<file path="src/rtl/hdb3_decoder.sv">
// hdb3_decoder: recovers NRZ data from a dual-rail HDB3 line.
// Each mark is tested for a bipolar violation (V). A V zeroes the 4-deep
// shift register, so the V and the three positions before it (000V or B00V)
// come out as 0000. Output latency is four valid symbols.
// Optional build macro HDB3_ERR_CHECK_EN adds line-code error checking.
// An error is flagged for an illegal symbol (both rails high) or for a
// fourth zero in a row.
module hdb3_decoder (
    input  logic clk,
    input  logic rst_n,
    input  logic in_valid,
    input  logic in_p,
    input  logic in_n,
    output logic data_out,
    output logic out_valid,
    output logic code_err
);

    localparam logic POL_P = 1'b1;
    localparam logic POL_N = 1'b0;

    logic [3:0] sr;
    logic       last_pol;
    logic       seen_mark;
    logic [2:0] fill;

    logic is_p;
    logic is_n;
    logic is_mark;
    logic is_v;

    // Symbol decode and violation detection for the symbol on the rails
    always_comb begin
        is_p    = in_p & ~in_n;
        is_n    = ~in_p & in_n;
        is_mark = is_p | is_n;
        is_v    = is_mark & seen_mark & ((is_p ? POL_P : POL_N) == last_pol);
    end

    // Shift register, data output and polarity history
    always_ff @(posedge clk or negedge rst_n) begin
        if (!rst_n) begin
            sr        <= 4'b0000;
            data_out  <= 1'b0;
            last_pol  <= POL_N;
            seen_mark <= 1'b0;
        end else if (in_valid) begin
            data_out <= sr[3];
            if (is_v)
                sr <= 4'b0000;
            else
                sr <= {sr[2:0], is_mark};
            if (is_mark) begin
                last_pol  <= is_p ? POL_P : POL_N;
                seen_mark <= 1'b1;
            end
        end
    end

    // Pipeline fill tracking; out_valid uses the fill level before this symbol
    always_ff @(posedge clk or negedge rst_n) begin
        if (!rst_n) begin
            fill      <= 3'd0;
            out_valid <= 1'b0;
        end else begin
            out_valid <= in_valid && (fill == 3'd4);
            if (in_valid && (fill != 3'd4))
                fill <= fill + 3'd1;
        end
    end

`ifdef HDB3_ERR_CHECK_EN
    logic [2:0] zero_cnt;
    logic       is_zero;
    logic       is_illegal;

    // An illegal symbol counts as a zero for the run length
    always_comb begin
        is_zero    = ~is_mark;
        is_illegal = in_p & in_n;
    end

    // Run length of consecutive zeros; idle cycles do not break a run
    always_ff @(posedge clk or negedge rst_n) begin
        if (!rst_n)
            zero_cnt <= 3'd0;
        else if (in_valid) begin
            if (is_mark)
                zero_cnt <= 3'd0;
            else if (zero_cnt != 3'd7)
                zero_cnt <= zero_cnt + 3'd1;
        end
    end

    // Single registered pulse even when both error causes coincide
    always_ff @(posedge clk or negedge rst_n) begin
        if (!rst_n)
            code_err <= 1'b0;
        else
            code_err <= in_valid && (is_illegal || (is_zero && (zero_cnt == 3'd3)));
    end
`else
    assign code_err = 1'b0;
`endif

endmodule
</file>
<file path="config.mk">
export PLATFORM = sky130hd
export DESIGN_NAME = hdb3_decoder
export DESIGN_NICKNAME = d
export VERILOG_FILES = /design/src/rtl/hdb3_decoder.sv
export SDC_FILE = /design/constraint.sdc
export NUM_CORES = 1
export LEC_CHECK = 0
export ABC_AREA = 1
export BUFFER_PORTS_ARGS = -buffer_cell sky130_fd_sc_hd__buf_2
export CORE_UTILIZATION = 35
export CTS_BUF_LIST = sky130_fd_sc_hd__clkbuf_4 sky130_fd_sc_hd__clkbuf_8
export DETAILED_ROUTE_END_ITERATION = 12
export SKIP_LAST_GASP = 1
export SLEW_MARGIN = 5
export SYNTH_ARGS = -nofsm -noshare
export SYNTH_HDL_FRONTEND = slang
export SYNTH_SLANG_ARGS = --single-unit
</file>
<file path="constraint.sdc">
create_clock -name clk -period 2.4 [get_ports clk]
set_input_delay 0.48 -clock clk [delete_from_list [all_inputs] [get_ports clk]]
set_output_delay 0.48 -clock clk [all_outputs]
set_load 0.05 [all_outputs]
</file>
Yosys cells after proc, flatten, opt, wreduce, memory -nomap -nowiden
Index checks and enable logic that the tools add are counted.
{"block": "op_classes", "n_reduce_logical": 3, "bitwise_logic": 7, "n_mux": 2, "addsub": 1, "eq_ne": 3}
{"op": "1-bit bitwise AND", "count": 4}
{"op": "4-bit 2-to-1 mux", "count": 1}
{"op": "3-bit by 1-bit adder with 3-bit output, second input constant", "count": 1}
{"op": "3-bit equality test, second input constant", "count": 1}
{"op": "3-bit inequality test, second input constant", "count": 1}
{"op": "1-bit logical AND", "count": 2}
{"op": "1-bit inverter", "count": 2}
{"op": "2-bit AND reduction", "count": 1}
{"op": "1-bit equality test", "count": 1}
{"op": "1-bit 2-to-1 mux", "count": 1}
{"op": "1-bit OR", "count": 1}
{"block": "word_totals", "register_bits": 11, "elab_cells": 22, "in_bits": 5}

Depth between registers and ports, before layout
{"block": "logic_depth", "ltp_word": 6, "depth_mapped": 7, "mapped_depth_nobuf": 7}

Worst setup path after synthesis
No wires, ideal clock.
{"block": "synth_timing", "path_type": "input to register", "from": "input port in_n", "to": "register sr[0]", "setup_time_ns": 0.117, "t_required_ns": 2.283, "setup_slack_ns": 1.134, "arrival_time_ns": 1.149, "stages": 6, "path_cell_list": "inv_1 ha_1 nor2_1 nand3_1 nand2_1 nand2_1"}
{"block": "synth_via", "elab_chain_len": 6, "elab_cells_between_ends": 9}
{"item": "from (decl)", "line": "13", "text": "input logic in_n,"}
{"item": "1-bit inverter", "line": "34", "text": "is_p = in_p & ~in_n;"}
{"item": "1-bit bitwise AND", "line": "34"}
{"item": "1-bit OR or 1-bit 2-to-1 mux (tied branches)", "line": "36, 37"}
{"item": "1-bit bitwise AND or 1-bit equality test (tied branches)", "line": "37", "text": "is_v = is_mark & seen_mark & ((is_p ? POL_P : POL_N) == last_pol);"}
{"item": "1-bit bitwise AND", "line": "37"}
{"item": "4-bit 2-to-1 mux *", "line": "49", "text": "if (is_v)"}
{"item": "to (signal assigned)", "line": "52", "text": "sr <= {sr[2:0], is_mark};"}
{"item": "to (decl)", "line": "22", "text": "logic [3:0] sr;"}
Mark *: on every way between the ends. The rest lies on a longest branch, timed or not.
A chain may end at the register's enable or synchronous reset.

Final worst setup path
{"block": "layout_timing", "from": "register data_out", "to": "output port data_out"}
{"item": "from (decl)", "line": "14", "text": "output logic data_out,"}
{"item": "from (signal assigned)", "line": "48", "text": "data_out <= sr[3];"}
No word-level cell between the ends.

==> flow_summary_export.csv <==
group,metric,value,unit
timing,hold-worst-slack,0.06691,ns
grt,grt_pass1_wl,1.221,mm
critical_path,worst_path_max_delay_cell,"dfrtp_1",
run,maxCapViolCount,0,
timing,hold_viol_final,0,
power_and_ir_drop,p_per_area,890.8,nW/um2
place,dp_hpwl,593.5,um
clock_network,cts_made_buffers,3,
status,status,"complete, no violations",
grt,grt_pass1_vias,297,
routing,drt-total-wl,751,um
floorplan,die_area,1656,um2
clock_network,post_cts.repair.setup_buffers,0,
critical_path,slowest_delay,0.34,ns
layout,drive_above_1_share,16.44,%
power_and_ir_drop,power_leakage,0.3632,nW
synthesis,yosysSeqAreaShare,52.51,%
clock_network,cts_hold_buf,0,
timing,tns,0,ns
timing,setup_ws,1.059,ns
timing,clock-skew-final,0.001191,ns
floorplan,core,1350,um2
clock_network,cts.reportedPaths.clkPinSlew,0.06,ns
routing,via_per_inst,4.284,
routing,drt_iter0_drc,3,
floorplan,io_pins,8,
floorplan,core.rowCount,13,
clock_network,clk_latency,0.26,ns
synthesis,synthDistinctLibCells,12,
critical_path,setup.worst_path.start_class,"flop",
routing,wl_per_cell,8.534,um
critical_path,crit_required,1.92,ns
layout,area_delta_synth_final,13.60,%
routing,antenna_left,0,
critical_path,cp_max_fo,2,
critical_path,path_delay_family,"flip-flops",
routing,drcViolationCount,0,
critical_path,endpoint_kind,"output port",
grt,antenna_found_initial,0,
critical_path,crit_arrival,0.86,ns
clock_network,htreeDepth,1,
critical_path,critPathKind,"reg -> out",
layout,nFillCells,138,
timing,slew_violations,0,
place,io_buffers,6,
worst_hold_path,hp-class,"in -> async",
grt,grt_use_total,12.69,%
timing,rsz0062_at_grt,"false",
synthesis,netlist_area,524.3,um2
clock_network,cts_sinks,11,
synthesis,yosysWarnings,0,
layout,antenna-diode-count,0,
critical_path,critPathBufInv,1,
floorplan,start_util,38.83,%
floorplan,die_w,40.70,um
timing,setup_viol,0,
synthesis,synth_cells,64,
clock_network,cts_max_path_buffers,2,
synthesis,postSynthAreaPerCell,8.191,um2
synthesis,syn_nets,72,
routing,vias,377,
synthesis,ys_ff_latch,11,
timing,fmax,0.7455,GHz
clock_network,root_buffer,"clkbuf_4",
grt,grt_start_max_net_pins,12,
critical_path,cp_cell_sequence,"buf_2",
layout,nets,82,
grt,grt-ovfl-total,0,
clock_network,cts-resized-gates,0,
place,place_ws,0.9677,ns
power_and_ir_drop,vdd_ir_drop_max,0.5753,mV
timing,final.min_clock_period,1.341,ns
floorplan,die_y,40.70,um
place,routabilityCongestion,0.6761,
clock_network,cts_tree,"yes",
timing,period_share,55.89,%
routing,first_pass_iters,4,
## path summary, 6_finish.rpt
kind | startpoint | end | slack, ns | cells past startpoint
worst min-delay path | rst_n | sr[0] | 0.07 | 1
worst max-delay path | data_out | data_out | 1.06 | 1
worst max register to register | fill[0] | fill[2] | 1.30 | 6
min in group clk | seen_mark | seen_mark | 0.47 | 2
worst min register to register | seen_mark | seen_mark | 0.47 | 2
max in group asynchronous | rst_n | seen_mark | 2.14 | 1
## cells in the final DEF, fill, tap and decap left out, drive strengths merged
master | synthesis | layout
conb | 1 | 1
o21ai | 4 | 4
buf | 1 | 6
xor2 | 1 | 1
nand2 | 25 | 25
nor2 | 3 | 3
ha | 3 | 3
dfrtp | 11 | 11
nand3 | 2 | 2
clkbuf | 0 | 4
inv | 13 | 13
## cell type report
cell class | count | area, um2 | area share, %
Tap cell | 15 | 18.77 | 3.151
Sequential cell | 11 | 275.3 | 46.22
Timing Repair Buffer | 6 | 30.03 | 5.042
Multi-Input combinational cell | 39 | 192.7 | 32.35
Clock buffer | 4 | 30.03 | 5.042
Inverter | 13 | 48.80 | 8.193
## registers in the layout (all words and copies together) (netlist names)
name       cells
sr             4
fill           3
data_out       1
last_pol       1
out_valid      1
seen_mark      1
## metal layers
metal | GRT usage, % | share of wire [%] | up-vias
met3 | 9.783 | 6.7 | 0
li1 | - | - | 204
met1 | 14.58 | 48 | 164
met2 | 17.46 | 45 | 9
met5 | 0 | 0 | -
met4 | 5.000 | 0 | 0
## cells in the mapped netlist
cell type	instances	area share, %
nand2_1	25	18
inv_1	12	8.6
dfrtp_1	11	53
o21ai_0	4	3.8
ha_1	3	7.2
nand3_1	2	1.9
nor2_1	2	1.4
buf_4	1	1.4
conb_1	1	0.72
inv_2	1	0.72
nor2_4	1	2.1
xor2_1	1	1.7
## power by group
| group | total (mW) | switching (mW) | internal, mW |
|---|---|---|---|
| combinational | 0.148 | 0.0977 | 0.0503 |
| sequential | 0.249 | 0.0206 | 0.229 |
| clock | 0.133 | 0.0576 | 0.0756 |
| total | 0.531 | 0.176 | 0.355 |
## through the flow
step,area [um2],utilization [%],power [mW],instances
6_report,595.6,44.11,0.5305,88
5_1_grt,595.6,44.11,0.5805,88
4_1_cts,595.6,44.11,0.5403,88
3_5_place_dp,565.5,41.89,0.4023,84
3_3_place_gp,565.5,41.89,0.4007,84
2_1_floorplan,524.3,-,0.3666,64
## kinds of logic after synthesis
group	synth area share, %
buffers and inverters	10.74
AND/OR/NAND/NOR	23.39
other	0.7153
AO/OA/AOI/OAI	3.819
flip-flops	52.51
adder cells (fa/ha/maj)	7.161
XOR/XNOR	1.671
Note: power is estimated with default switching activity, not from simulation.
